`src/rtl/alu_pkg.sv`:
```
// Shared definitions for the ALU stage: opcode encodings, flag bit positions
// inside FlagsOut, and the control FSM state encoding.
package alu_pkg;

    localparam logic [3:0] OP_PASSA = 4'h0;
    localparam logic [3:0] OP_PASSB = 4'h1;
    localparam logic [3:0] OP_NOTA  = 4'h2;
    localparam logic [3:0] OP_NOTB  = 4'h3;
    localparam logic [3:0] OP_ADD   = 4'h4;
    localparam logic [3:0] OP_ADC   = 4'h5;
    localparam logic [3:0] OP_SUB   = 4'h6;
    localparam logic [3:0] OP_AND   = 4'h7;
    localparam logic [3:0] OP_OR    = 4'h8;
    localparam logic [3:0] OP_XOR   = 4'h9;
    localparam logic [3:0] OP_LSL   = 4'hA;
    localparam logic [3:0] OP_LSR   = 4'hB;
    localparam logic [3:0] OP_ASR   = 4'hC;
    localparam logic [3:0] OP_CSL   = 4'hD;
    localparam logic [3:0] OP_CSR   = 4'hE;
    localparam logic [3:0] OP_MUL   = 4'hF;

    // FlagsOut is packed as {Z,C,N,O}
    localparam int FLAG_Z = 3;
    localparam int FLAG_C = 2;
    localparam int FLAG_N = 1;
    localparam int FLAG_O = 0;

    typedef enum logic {
        S_IDLE = 1'b0,
        S_MUL  = 1'b1
    } state_t;

endpackage

```
`src/rtl/alu_mul_seq.sv`:
```
// Shift-add multiplier sequencer: one partial-product step per enabled cycle,
// WIDTH steps per multiplication. Only the low WIDTH bits are kept.
// 'product' is the accumulator value after the current step, so the caller
// can register the finished result on the same edge that performs the last step.
module alu_mul_seq import alu_pkg::*; #(
    parameter int WIDTH = 16
) (
    input  logic             Clock,
    input  logic             Reset,
    input  logic             load,
    input  logic [WIDTH-1:0] A,
    input  logic [WIDTH-1:0] B,
    input  logic             step,
    output logic [WIDTH-1:0] product,
    output logic             last
);

    localparam int CW = (WIDTH > 1) ? $clog2(WIDTH) : 1;

    logic [WIDTH-1:0] mcand;
    logic [WIDTH-1:0] mplier;
    logic [WIDTH-1:0] acc;
    logic [CW-1:0]    count;

    assign product = acc + (mplier[0] ? mcand : '0);
    assign last    = (count == CW'(WIDTH - 1));

    // Latch operands on load, then add/shift once per step while counting steps
    always_ff @(posedge Clock or negedge Reset) begin
        if (!Reset) begin
            mcand  <= '0;
            mplier <= '0;
            acc    <= '0;
            count  <= '0;
        end else if (load) begin
            mcand  <= A;
            mplier <= B;
            acc    <= '0;
            count  <= '0;
        end else if (step) begin
            acc    <= product;
            mcand  <= mcand << 1;
            mplier <= mplier >> 1;
            count  <= count + CW'(1);
        end
    end

endmodule

```
`src/rtl/alu_stage.sv`:
```
// Registered ALU stage fed by the register file read ports.
// Single-cycle ops land in ALUOut one edge after Start; the optional
// multi-cycle MUL (enabled by defining ALU_MUL_EN) holds Busy for WIDTH cycles.
// Without ALU_MUL_EN, FunSel=F is a single-cycle op that returns zero.
module alu_stage import alu_pkg::*; #(
    parameter int WIDTH = 16
) (
    input  logic             Clock,
    input  logic             Reset,
    input  logic [WIDTH-1:0] A,
    input  logic [WIDTH-1:0] B,
    input  logic [3:0]       FunSel,
    input  logic             Start,
    input  logic             WF,
    output logic [WIDTH-1:0] ALUOut,
    output logic [3:0]       FlagsOut,
    output logic             Busy,
    output logic             Done
);

    state_t           state;
    state_t           state_next;
    logic             wf_lat;
    logic             wf_use;
    logic             mul_sel;
    logic             mul_load;
    logic             mul_step;
    logic [WIDTH-1:0] mul_product;
    logic             mul_last;
    logic [WIDTH-1:0] op_res;
    logic             op_c;
    logic             op_o;
    logic [WIDTH:0]   sum;
    logic [WIDTH-1:0] res_value;
    logic             res_load;
    logic             flag_c;
    logic             flag_o;
    logic [3:0]       flags_next;

`ifdef ALU_MUL_EN
    assign mul_sel = (FunSel == OP_MUL);
    assign Busy    = (state == S_MUL);

    alu_mul_seq #(.WIDTH(WIDTH)) u_mul (
        .Clock   (Clock),
        .Reset   (Reset),
        .load    (mul_load),
        .A       (A),
        .B       (B),
        .step    (mul_step),
        .product (mul_product),
        .last    (mul_last)
    );
`else
    logic mul_unused;

    assign mul_sel     = 1'b0;
    assign Busy        = 1'b0;
    assign mul_product = '0;
    assign mul_last    = 1'b0;
    assign mul_unused  = mul_load ^ mul_step;
`endif

    // Single-cycle operation mux; C and O default to their current values
    always_comb begin
        op_res = '0;
        op_c   = FlagsOut[FLAG_C];
        op_o   = FlagsOut[FLAG_O];
        sum    = '0;
        case (FunSel)
            OP_PASSA: op_res = A;
            OP_PASSB: op_res = B;
            OP_NOTA:  op_res = ~A;
            OP_NOTB:  op_res = ~B;
            OP_ADD: begin
                sum    = {1'b0, A} + {1'b0, B};
                op_res = sum[WIDTH-1:0];
                op_c   = sum[WIDTH];
                op_o   = (A[WIDTH-1] == B[WIDTH-1]) && (op_res[WIDTH-1] != A[WIDTH-1]);
            end
            OP_ADC: begin
                sum    = {1'b0, A} + {1'b0, B} + {{WIDTH{1'b0}}, FlagsOut[FLAG_C]};
                op_res = sum[WIDTH-1:0];
                op_c   = sum[WIDTH];
                op_o   = (A[WIDTH-1] == B[WIDTH-1]) && (op_res[WIDTH-1] != A[WIDTH-1]);
            end
            OP_SUB: begin
                // Two's complement subtract: carry-out is set when no borrow occurs
                sum    = {1'b0, A} + {1'b0, ~B} + {{WIDTH{1'b0}}, 1'b1};
                op_res = sum[WIDTH-1:0];
                op_c   = sum[WIDTH];
                op_o   = (A[WIDTH-1] != B[WIDTH-1]) && (op_res[WIDTH-1] != A[WIDTH-1]);
            end
            OP_AND: op_res = A & B;
            OP_OR:  op_res = A | B;
            OP_XOR: op_res = A ^ B;
            OP_LSL: begin
                op_res = {A[WIDTH-2:0], 1'b0};
                op_c   = A[WIDTH-1];
            end
            OP_LSR: begin
                op_res = {1'b0, A[WIDTH-1:1]};
                op_c   = A[0];
            end
            OP_ASR: begin
                op_res = {A[WIDTH-1], A[WIDTH-1:1]};
                op_c   = A[0];
                op_o   = 1'b0;
            end
            OP_CSL: begin
                op_res = {A[WIDTH-2:0], FlagsOut[FLAG_C]};
                op_c   = A[WIDTH-1];
            end
            OP_CSR: begin
                op_res = {FlagsOut[FLAG_C], A[WIDTH-1:1]};
                op_c   = A[0];
            end
            default: op_res = '0;
        endcase
    end

    // Control FSM: launches ops from IDLE and retires the multiplier result
    always_comb begin
        state_next = state;
        mul_load   = 1'b0;
        mul_step   = 1'b0;
        res_load   = 1'b0;
        res_value  = op_res;
        flag_c     = op_c;
        flag_o     = op_o;
        wf_use     = WF;
        case (state)
            S_IDLE: begin
                if (Start) begin
                    if (mul_sel) begin
                        mul_load   = 1'b1;
                        state_next = S_MUL;
                    end else begin
                        res_load = 1'b1;
                    end
                end
            end
            S_MUL: begin
                mul_step  = 1'b1;
                wf_use    = wf_lat;
                res_value = mul_product;
                flag_c    = FlagsOut[FLAG_C];
                flag_o    = FlagsOut[FLAG_O];
                if (mul_last) begin
                    res_load   = 1'b1;
                    state_next = S_IDLE;
                end
            end
            default: state_next = S_IDLE;
        endcase
        flags_next         = '0;
        flags_next[FLAG_Z] = (res_value == '0);
        flags_next[FLAG_C] = flag_c;
        flags_next[FLAG_N] = res_value[WIDTH-1];
        flags_next[FLAG_O] = flag_o;
    end

    // State register plus the write-flags enable captured when MUL launches
    always_ff @(posedge Clock or negedge Reset) begin
        if (!Reset) begin
            state  <= S_IDLE;
            wf_lat <= 1'b0;
        end else begin
            state <= state_next;
            if (mul_load) begin
                wf_lat <= WF;
            end
        end
    end

    // Output registers: result, flags (only when enabled) and the Done pulse
    always_ff @(posedge Clock or negedge Reset) begin
        if (!Reset) begin
            ALUOut   <= '0;
            FlagsOut <= '0;
            Done     <= 1'b0;
        end else begin
            Done <= res_load;
            if (res_load) begin
                ALUOut <= res_value;
                if (wf_use) begin
                    FlagsOut <= flags_next;
                end
            end
        end
    end

endmodule

```
`config.mk`:
```
export PLATFORM = sky130hd
export DESIGN_NAME = alu_stage
export DESIGN_NICKNAME = d
export VERILOG_FILES = /design/src/rtl/alu_pkg.sv /design/src/rtl/alu_mul_seq.sv /design/src/rtl/alu_stage.sv
export SDC_FILE = /design/constraint.sdc
export NUM_CORES = 1
export LEC_CHECK = 0
export CAP_MARGIN = 20
export CORE_UTILIZATION = 30
export DETAILED_ROUTE_END_ITERATION = 10
export GPL_TIMING_DRIVEN = 1
export SYNTH_ARGS = -nofsm -noshare
export SYNTH_HDL_FRONTEND = slang
export SYNTH_HIERARCHICAL = 1
export SYNTH_SLANG_ARGS = --single-unit
```
`constraint.sdc`:
```
create_clock -name Clock -period 3.1 [get_ports Clock]
set_input_delay 0.62 -clock Clock [delete_from_list [all_inputs] [get_ports Clock]]
set_output_delay 0.62 -clock Clock [all_outputs]
set_load 0.05 [all_outputs]
```
==> key figures, run 1 <==
STA
  • Final Hold Vio Count: 0
  • FMAX: 0.2854 GHz
  • Worst Tran Pin Value: 1032 ps
  • Final setup fails: 11
  • Hold_ws: ~480 ps
  • Slew headroom: 30.97%
  • Clock skew: ~0.46 ps
  • Unrepaired setup endpoints after global routing: yes
  • Part of the cycle the worst path needs: 113.0%
  • Final WS setup: -404.0 ps
  • Period minus WS final: 3504 ps
  • Slew Viols, Final: 0

Synthesis
  • Syn Nets: around 740
  • Synthesized netlist cell count: roughly 640
  • Syn. warnings: 6
  • Register area share after synthesis: around 11%
  • Most frequent cell after synthesis: nor2_1
  • Post-synth top area share: 14.54%
  • Netlist cell types: 74
  • Synth top cells by count: nor2_1, ha_1, inv_1, a21oi_1, nand2_1
  • Synthesized flop and latch total: 21
  • Area contributors post-synth: ha_1, dfrtp_1, xnor2_1, a21oi_1, nor2_1
  • EDFF count, synth: 0
  • Synth Flop Type: dfrtp_1
  • Synth area leader: ha_1
  • Synth async-reset ratio: 100.0%
  • Avg Cell Area, Syn: about 7.3 um2
  • Post-Syn Area: ~0.0047 mm2

Clock network
  • Hold_buf cts: 0
  • Max Root-Sink Buffers: 2
  • Clk sinks: 21
  • Reg clk slew, reported paths: approximately 50 ps
  • Num CTS Buffers: 3
  • Worst-Skew Late Latency: 250 ps
  • H-tree levels: 1
  • TritonCTS clock tree: yes
  • Root buf cell: clkbuf_16

Setup path
  • Worst reg-to-reg setup slack: between 300 and 400 ps
  • RR Startpoint: FlagsOut[2]$_DFFE_PN0P_
  • FF-to-FF path depth: 12
  • Slowest CP cell: fa_2
  • CP startpoint kind: input pin
  • Critical Path Sink Type: flip-flop
  • Max FO, Critical Path: 3
  • Arrival time worst endpoint: around 3700 ps
  • Slowest stage delay, CP: between 300 and 400 ps
  • Critical path cell sequence: buf_8, ha_4, fa_2, a211oi_4, buf_6, o2111ai_4, nor4b_4, buf_4, nand4_1, xor2_1, a221oi_2, inv_1, nor4_2, and4_1, a41o_1
  • Req. time, crit path: 3290 ps
  • Critical path launch point: B[0]
  • Crit path kind: input pin to flip-flop
  • R2r endpoint: FlagsOut[3]$_DFFE_PN0P_

Die
  • Die Area: 0.01628 mm2
  • Die Span X: roughly 130 um
  • Core ar.: approximately 0.015 mm2
  • IO Count: 62
  • Rows: 45
  • Die Y: around 130 um
  • Initial Util: 30.90%

Layout
  • Share of cells above drive strength 1: 46.66%
  • Fill count: 1443
  • Diode count: 0
  • Final core occ: 56.29%
  • Fin nets: 1056
  • Area growth, synth to finish: 82.18%

Status
  • Failing checks: setup timing
  • Status: complete, but fails checks

Pwr
  • Peak VDD IR: between 0.3 and 0.4 mV
  • Cell Pwr Density: ~300 mW/mm2
  • Static Leak: roughly 3.9 nW
  • Pwr Total: 2.538 mW

Global routing
  • Initial antenna violation count: 0
  • Grt ovf: 0
  • Tot GR Track Use: 25.44%
  • Vias in the first global route: approximately 6200
  • Largest net degree at the start of global routing: 28
  • First-pass GRT wire length: 32400 um

Placed design
  • Placer Congestion: 0.9526
  • Port bufs: 60
  • Setup slack at placement: -1105 ps
  • Detailed placement HPWL: ~16000 um

Flow run
  • Max Cap Viol: 0

Detailed routing
  • DR vias: between 6000 and 7000
  • 1st-iter DRT viols: about 460
  • Avg WL per Cell: between 15 and 20 um
  • Post-DR vias/cell: around 5.4
  • Antenna-violating nets left: 0
  • DRC viols: 0
  • Final wirelength: ~21000 um
  • Pre-antenna DRT Iters: 6

Worst hold path
  • Hold Path Class: flip-flop to flip-flop
  • WHS Endpoint: FlagsOut[1]$_DFFE_PN0P_
  • Min-delay src: FlagsOut[1]$_DFFE_PN0P_
  • Hold Path Depth: 2
[layer usage]
layer | vias to the layer above | global-route usage (%) | wire, um
met3 | 60 | 3.015 | 1677
li1 | 3006 | - | -
met5 | - | 0 | 0
met4 | 0 | 9.550 | 767
met1 | 2942 | 33.94 | 8996
met2 | 270 | 41.98 | 9390
[layout make-up]
| type | instances | area, um2 | area share [%] |
|---|---|---|---|
| well taps | 211 | 264.0 | 3.062 |
| clock buffers | 4 | 78.83 | 0.9144 |
| inverters | 52 | 195.2 | 2.264 |
| flip-flops and latches | 21 | 525.5 | 6.096 |
| multi-input cells | 534 | 4738 | 54.96 |
| repair buffers | 347 | 2819 | 32.70 |
[cells by family (layout without fill, tap and decap cells)]
logic type,count (synthesis),count (layout),share of synthesized area (%)
AO/OA/AOI/OAI,201,201,30.62
XOR/XNOR,44,44,8.303
adder cells (fa/ha/maj),57,57,15.39
buffers and inverters,89,403,7.509
flip-flops,21,21,11.11
multiplexers,22,22,4.839
other,1,1,0.07925
AND/OR/NAND/NOR,209,209,22.16
[stage by stage]
step                cell area (um2)  setup TNS, ps  std cells
finish                         8621          -1749       1169
global route                   8621          -2868       1169
CTS                            8317          -1996       1161
detailed placement             7447         -13940       1132
global placement               7447         -13410       1132
floorplan                      4841          -1070        644
[worst max path at each step]
stage	to	slack [ps]	cells after the start
2_1_floorplan	FlagsOut[0]$_DFFE_PN0P_	-400	12
3_3_place_gp	FlagsOut[3]$_DFFE_PN0P_	-1100	15
3_5_place_dp	FlagsOut[3]$_DFFE_PN0P_	-1100	14
4_1_cts	FlagsOut[0]$_DFFE_PN0P_	-440	13
5_1_grt	FlagsOut[3]$_DFFE_PN0P_	-560	15
6_report	FlagsOut[3]$_DFFE_PN0P_	-400	15
[power by group]
group / switching [mW] / internal, mW / total, mW
Clock: 0.0948 / 0.175 / 0.270
Combinational: 1.01 / 0.916 / 1.92
Sequential: 0.0256 / 0.321 / 0.347
[cell usage in the layout, fill, tap and decap left out, types with 8 or more instances in the layout]
| cell type | instances |
|---|---|
| nand2_1 | 39 |
| inv_1 | 34 |
| ha_4 | 19 |
| nor3_1 | 12 |
| xnor2_1 | 30 |
| o21ai_0 | 16 |
| a221oi_1 | 9 |
| a21oi_2 | 11 |
| clkdlybuf4s50_1 | 34 |
| a22oi_1 | 12 |
| nor2_1 | 54 |
| o211ai_1 | 8 |
| dfrtp_1 | 21 |
| xnor2_2 | 9 |
| nand2b_1 | 9 |
| ha_1 | 31 |
| inv_2 | 17 |
| mux2i_1 | 15 |
| a21oi_1 | 39 |
| buf_6 | 29 |
| buf_4 | 261 |
| dlygate4sd2_1 | 12 |
| nand3_1 | 19 |
[repair_timing]
| item | CTS | global route |
|---|---|---|
| setup endpoints to repair | 17 | 15 |
| resized for setup | 182 | 70 |
| pin swaps | 60 | 57 |
| setup buffers | 28 | 11 |
[sequential cells by signal, indices dropped and copies added, names as in the netlist]
name and cells:
ALUOut 16, FlagsOut 4, Done 1
[worst max-delay path, delay by kind of cell]
kind            cells  cell delay [ps]
fa+ha+maj           2              530
compound gates      4              840
buf+inv             4              510
xor+xnor            1              180
simple gates        4             1000
No activity file was read; power rests on OpenSTA's default activity.
==> inputs of run 2 (changes only) <==
==> constraint.sdc (replaced) <==
create_clock -name Clock -period 4.2 [get_ports Clock]
set_input_delay 0.84 -clock Clock [delete_from_list [all_inputs] [get_ports Clock]]
set_output_delay 0.84 -clock Clock [all_outputs]
set_load 0.05 [all_outputs]
==> key figures, run 2 (same netlist as run 1, synthesis figures left out) <==
Layout
  • Fin nets: 960 (-9.1%)
  • Most common cell after layout, fill and taps aside: buf_4
  • Biggest register: ALUOut
  • Share of cells above drive strength 1: 29.93% (-17 points)
  • Top flop regs: ALUOut: 16 flops, FlagsOut: 4 flops, Done: 1 flops
  • Fill count: 1599 (+11%)
  • Max reg flops: 16 (unchanged)
  • Area growth, synth to finish: 52.59%
  • Diode count: 0 (unchanged)
  • Most frequent cells in the layout: buf_4, nor2_1, clkdlybuf4s50_1

STA
  • Slew headroom: 34.51% (+3.5 points)
  • Sum of negative setup slack: 0 ps (+1749 ps)
  • Slew Viols, Final: 0 (unchanged)
  • Period minus WS final: about 4100 ps
  • FMAX: roughly 0.25 GHz
  • Part of the cycle the worst path needs: a little under 100%
  • Final Hold Vio Count: 0 (unchanged)
  • Final setup fails: 0 (-11)
  • Clock skew: 5.070 ps (+4.611 ps)
  • Worst Tran Pin Value: 978.8 ps (-52.81 ps)

Pwr
  • Peak VDD IR: 0.1654 mV (-46%)
  • Cell Pwr Density: 225.5 mW/mm2 (-23%)
  • Static Leak: 3.243 nW (-16%)
  • Pwr Total: 1.629 mW (-36%)

Placed design
  • Port bufs: 60 (unchanged)
  • Placer Congestion: 0.9399 (-1.3%)
  • Detailed placement HPWL: 15290 um (-5.4%)

Setup path
  • Worst reg-to-reg setup slack: 1240 ps (+880 ps)
  • WP buf/inv: 4 (unchanged)
  • CP startpoint kind: input pin
  • Delay-heaviest family, CP: simple AND/OR/NAND/NOR gates
  • Crit path kind: input pin to flip-flop
  • Most used cell, CP: buf_4
  • Critical Path Sink Type: flip-flop
  • Arrival time worst endpoint: 4250 ps (+550 ps)
  • Critical path cell sequence: clkdlybuf4s50_1, buf_4, ha_4, buf_4, a211o_1, and3_1, nor4b_4, buf_4, nand3_2, nor3_4, or3b_4, o21a_1, or4_1, a31oi_1
  • Slowest stage delay, CP: 500 ps (+130 ps)
  • Slowest CP cell: or4_1
  • Req. time, crit path: 4380 ps (+1090 ps)
  • Max FO, Critical Path: 5 (+2)

Clock network
  • TritonCTS clock tree: yes
  • Root buf cell: clkbuf_16
  • Reg clk slew, reported paths: 60 ps (about the same)
  • Hold_buf cts: 0 (unchanged)
  • Clk sinks: 21 (unchanged)
  • Worst-Skew Late Latency: 260 ps (about the same)
  • Num CTS Buffers: 3 (unchanged)
  • H-tree levels: 1 (unchanged)
  • Max Root-Sink Buffers: 2 (unchanged)

Die
  • Die Span X: 127.6 um (unchanged)
  • Die Y: 127.6 um (unchanged)
  • IO Count: 62 (unchanged)
  • Initial Util: 30.90% (unchanged)
  • Core ar.: 0.01531 mm2 (unchanged)
  • Die Area: 0.01628 mm2 (unchanged)
  • Rows: 45 (unchanged)

Global routing
  • First-pass GRT wire length: 30070 um (-7.2%)
  • Largest net degree at the start of global routing: 29 (+3.6%)
  • Grt ovf: 0 (unchanged)
  • Vias in the first global route: 5813 (-5.9%)
  • Initial antenna violation count: 0 (unchanged)
  • Tot GR Track Use: 23.40% (-2.0 points)

Detailed routing
  • DRC viols: 0 (unchanged)
  • Post-DR vias/cell: 5.493 (+2.3%)
  • Final wirelength: 19090 um (-8.4%)
  • Avg WL per Cell: 17.79 um (-0.19%)
  • Antenna-violating nets left: 0 (unchanged)
  • Pre-antenna DRT Iters: 5 (-1)
  • 1st-iter DRT viols: 505 (+9.5%)
  • DR vias: 5894 (-6.1%)

Status
  • Status: completed

Flow run
  • Max Cap Viol: 0 (unchanged)

Worst hold path
  • Hold Path Class: flip-flop to flip-flop
==> run 2: cell types whose count changed in the layout (fill, tap and decap cells not counted), moves of 14 or more <==
| cell | before | now |
|---|---|---|
| buf_6 | 29 | 2 |
| inv_2 | 17 | 3 |
| inv_1 | 34 | 48 |
| ha_1 | 31 | 47 |
| clkdlybuf4s50_1 | 34 | 53 |
| buf_4 | 261 | 187 |
==> run 2: routing by layer <==
| layer | wire length (um) | vias up | GRT usage, % |
|---|---|---|---|
| li1 | - | 2803 | - |
| met1 | 8238 | 2770 | 30.43 |
| met2 | 8761 | 261 | 39.09 |
| met3 | 1347 | 60 | 2.764 |
| met4 | 739 | 0 | 9.965 |
| met5 | 0 | - | 0 |
==> run 2: through the flow <==
step                setup WS (ps)  util [%]  hold WS (ps)  cell area, um2  std cells
floorplan                   166.0         -         544.4            4732        644
global placement           -403.9     44.55         474.1            6823       1060
detailed placement         -498.0     44.55         489.4            6823       1060
CTS                         14.27     46.46         502.6            7116       1070
global route               -10.85     47.15         523.9            7221       1073
finish                      132.5     47.15         494.8            7221       1073
==> run 2: worst paths after layout <==
| kind | start | cells after the start | to |
|---|---|---|---|
| max | A[2] | 14 | FlagsOut[0]$_DFFE_PN0P_ |
| min | FlagsOut[1]$_DFFE_PN0P_ | 2 | FlagsOut[1]$_DFFE_PN0P_ |
| max reg2reg | FlagsOut[2]$_DFFE_PN0P_ | 10 | FlagsOut[0]$_DFFE_PN0P_ |
| min reg2reg | FlagsOut[1]$_DFFE_PN0P_ | 2 | FlagsOut[1]$_DFFE_PN0P_ |
| max in group asynchronous | Reset | 1 | ALUOut[1]$_DFFE_PN0P_ |
| min in group asynchronous | Reset | 1 | ALUOut[14]$_DFFE_PN0P_ |
==> run 2: timing repair <==
item,4_1_cts,5_1_grt
gates cloned,0,0
gates resized for setup,35,22
endpoints found under the setup margin,4,4
pin swaps,19,9
buffers inserted,6,3
==> run 2: where the power goes <==
group	leakage, nW	internal, mW	switching [mW]
logic	2.95	0.534	0.634
clock network	0.0409	0.128	0.0747
registers	0.249	0.237	0.0212
total	3.24	0.899	0.729
==> run 2: area by class of cell <==
| cell class | instances | area, um2 | share of cell area, % |
|---|---|---|---|
| multi-input cells | 534 | 4094 | 56.70 |
| well taps | 211 | 264.0 | 3.656 |
| clock buffers | 3 | 75.07 | 1.040 |
| repair buffers | 251 | 2062 | 28.56 |
| flip-flops and latches | 21 | 525.5 | 7.278 |
| inverters | 52 | 195.2 | 2.703 |
| clock inverters | 1 | 5.005 | 0.06931 |
==> run 2: worst register-to-register path, delay by kind of cell, from the launching register on <==
family | cells | cell delay (ps)
AO/OA/AOI/OAI | 3 | 460
adder cells (fa/ha/maj) | 1 | 240
AND/OR/NAND/NOR | 5 | 1560
buffers and inverters | 1 | 160
flip-flops | 1 | 450
==> inputs of run 3 (changes only) <==
--- a/config.mk
+++ b/config.mk
@@ -8,6 +8,7 @@
 export CAP_MARGIN = 20
 export CORE_UTILIZATION = 30
 export DETAILED_ROUTE_END_ITERATION = 10
+export DONT_BUFFER_PORTS = 1
 export GPL_TIMING_DRIVEN = 1
 export SYNTH_ARGS = -nofsm -noshare
 export SYNTH_HDL_FRONTEND = slang
==> key figures, run 3 (same netlist as run 1, synthesis figures left out) <==
Pwr
  • Static Leak: 2.204 nW (-32%)
  • Cell Pwr Density: 238.8 mW/mm2 (+5.9%)
  • Peak VDD IR: 0.1313 mV (-21%)
  • Pwr Total: 1.245 mW (-24%)

Setup path
  • Slowest stage delay, CP: 490 ps (about the same)
  • Delay-heaviest family, CP: simple AND/OR/NAND/NOR gates
  • R2r endpoint: FlagsOut[0]$_DFFE_PN0P_
  • Slowest CP cell: or4_1
  • Max FO, Critical Path: 6 (+1)
  • Critical path launch point: A[0]
  • Req. time, crit path: 4370 ps (about the same)
  • Worst reg-to-reg setup slack: 1320 ps (+80 ps)
  • Crit path kind: input pin to flip-flop
  • FF-to-FF path depth: 9 (-1)
  • Critical path cell sequence: ha_1, fa_1, a211oi_4, o2111ai_1, nor4b_4, nand3_1, nor3_1, or3b_4, o21a_1, or4_1, a31oi_1
  • WP buf/inv: 0 (-4)
  • RR Startpoint: FlagsOut[2]$_DFFE_PN0P_
  • CP startpoint kind: input pin
  • Arrival time worst endpoint: 4060 ps (-190 ps)
  • Critical Path Sink Type: flip-flop

Global routing
  • Grt ovf: 0 (unchanged)
  • Tot GR Track Use: 21.14% (-2.3 points)
  • Largest net degree at the start of global routing: 52 (+79%)
  • Initial antenna violation count: 0 (unchanged)
  • First-pass GRT wire length: 26850 um (-11%)
  • Vias in the first global route: 4725 (-19%)

Status
  • Status: completed

Layout
  • Most frequent cells in the layout: nor2_1, ha_1, inv_1
  • Fin nets: 749 (-22%)
  • Most common cell after layout, fill and taps aside: nor2_1
  • Post-Layout Inst Area: 0.005215 mm2 (-28%)
  • Layout Cells excl Fill: 862 (-20%)
  • FF+latch area: 525.5 um2 (unchanged)
  • Top flop regs: ALUOut: 16 flops, FlagsOut: 4 flops, Done: 1 flops
  • Share of cells above drive strength 1: 10.29% (-20 points)
  • Max reg flops: 16 (unchanged)
  • Biggest register: ALUOut
  • Final core occ: 34.05% (-13 points)
  • Area of the multi-input gates: 0.003851 mm2 (-5.9%)
  • Area growth, synth to finish: 10.21%
  • Fill count: 1685 (+5.4%)
  • Diode count: 0 (unchanged)

Detailed routing
  • Post-DR vias/cell: 5.805 (+5.7%)
  • Antenna-violating nets left: 0 (unchanged)
  • Avg WL per Cell: 19.89 um (+12%)
  • 1st-iter DRT viols: 540 (+6.9%)
  • DRC viols: 0 (unchanged)
  • Final wirelength: 17140 um (-10%)
  • DR vias: 5004 (-15%)
  • Pre-antenna DRT Iters: 6 (+1)

Clock network
  • Max Root-Sink Buffers: 2 (unchanged)
  • Reg clk slew, reported paths: 60 ps (about the same)
  • Num CTS Buffers: 3 (unchanged)
  • Clk sinks: 21 (unchanged)
  • Hold_buf cts: 0 (unchanged)
  • CTS-repair resized insts: 0 (-100%)
  • Root buf cell: clkbuf_16
  • # Post-CTS Setup Buffers: 0 (-6)
  • Worst-Skew Late Latency: 250 ps (about the same)
  • H-tree levels: 1 (unchanged)
  • TritonCTS clock tree: yes

Worst hold path
  • Hold Path Class: input pin to asynchronous set/reset pin

STA
  • Final WS setup: 309.1 ps (+176.6 ps)
  • Part of the cycle the worst path needs: 92.64% (-4.2 points)
  • Slew Viols, Final: 0 (unchanged)
  • Hold_ws: 275.6 ps (-219.2 ps)
  • Clock skew: 1.919 ps (-3.152 ps)
  • Unrepaired setup endpoints after global routing: no
  • Sum of negative setup slack: 0 ps (unchanged)
  • FMAX: 0.2570 GHz (+4.5%)
  • Period minus WS final: 3891 ps (-176.6 ps)
  • Final setup fails: 0 (unchanged)
  • Slew headroom: 22.92% (-12 points)
  • Worst Tran Pin Value: 1152 ps (+173.1 ps)
  • Final Hold Vio Count: 0 (unchanged)

Die
  • Die Span X: 127.6 um (unchanged)
  • Initial Util: 30.90% (unchanged)
  • Die Area: 0.01628 mm2 (unchanged)
  • Core ar.: 0.01531 mm2 (unchanged)
  • Rows: 45 (unchanged)
  • Die Y: 127.6 um (unchanged)
  • IO Count: 62 (unchanged)

Placed design
  • Area of placed instances: 0.005136 mm2 (-25%)
  • Setup slack at placement: 59.27 ps (+557.2 ps)
  • Port bufs: 0 (-100%)
  • DP Cell Count: 858 (-19%)
  • Detailed placement HPWL: 13270 um (-13%)
  • Placer Congestion: 0.9314 (-0.90%)

Flow run
  • Max Cap Viol: 0 (unchanged)
run 3: area by class of cell:
type                       count  area share [%]
timing repair buffer          40           5.758
inverter                      52           3.743
multi-input combinational    534           73.85
sequential                    21           10.08
tap                          211           5.062
clock buffer                   4           1.512
run 3: metal layers:
| layer | track usage, % | routed length (um) |
|---|---|---|
| met3 | 4.229 | 1504 |
| met2 | 33.14 | 7567 |
| met1 | 28.58 | 7396 |
| met5 | 0 | 0 |
| met4 | 7.820 | 673 |
run 3: how the worst max path moves through the flow:
stage                                          to  slack [ps]  cells after the start
after floorplan           FlagsOut[0]$_DFFE_PN0P_         170                     13
after global placement    FlagsOut[0]$_DFFE_PN0P_         110                     11
after detailed placement  FlagsOut[0]$_DFFE_PN0P_          60                     11
after CTS                 FlagsOut[0]$_DFFE_PN0P_         320                     11
after global routing      FlagsOut[0]$_DFFE_PN0P_         130                     12
final                     FlagsOut[0]$_DFFE_PN0P_         310                     11
run 3: worst register-to-register path, delay by kind of cell (launching register included):
kind	cells	cell delay, ps
adder cells (fa/ha/maj)	1	240
AND/OR/NAND/NOR	5	1640
AO/OA/AOI/OAI	3	540
flip-flops	1	370
run 3: power breakdown:
part / internal (mW) / total, mW / switching [mW]
Sequential: 0.235 / 0.376 / 0.141
Combinational: 0.287 / 0.666 / 0.379
Clock: 0.129 / 0.203 / 0.0740
Total: 0.651 / 1.25 / 0.594
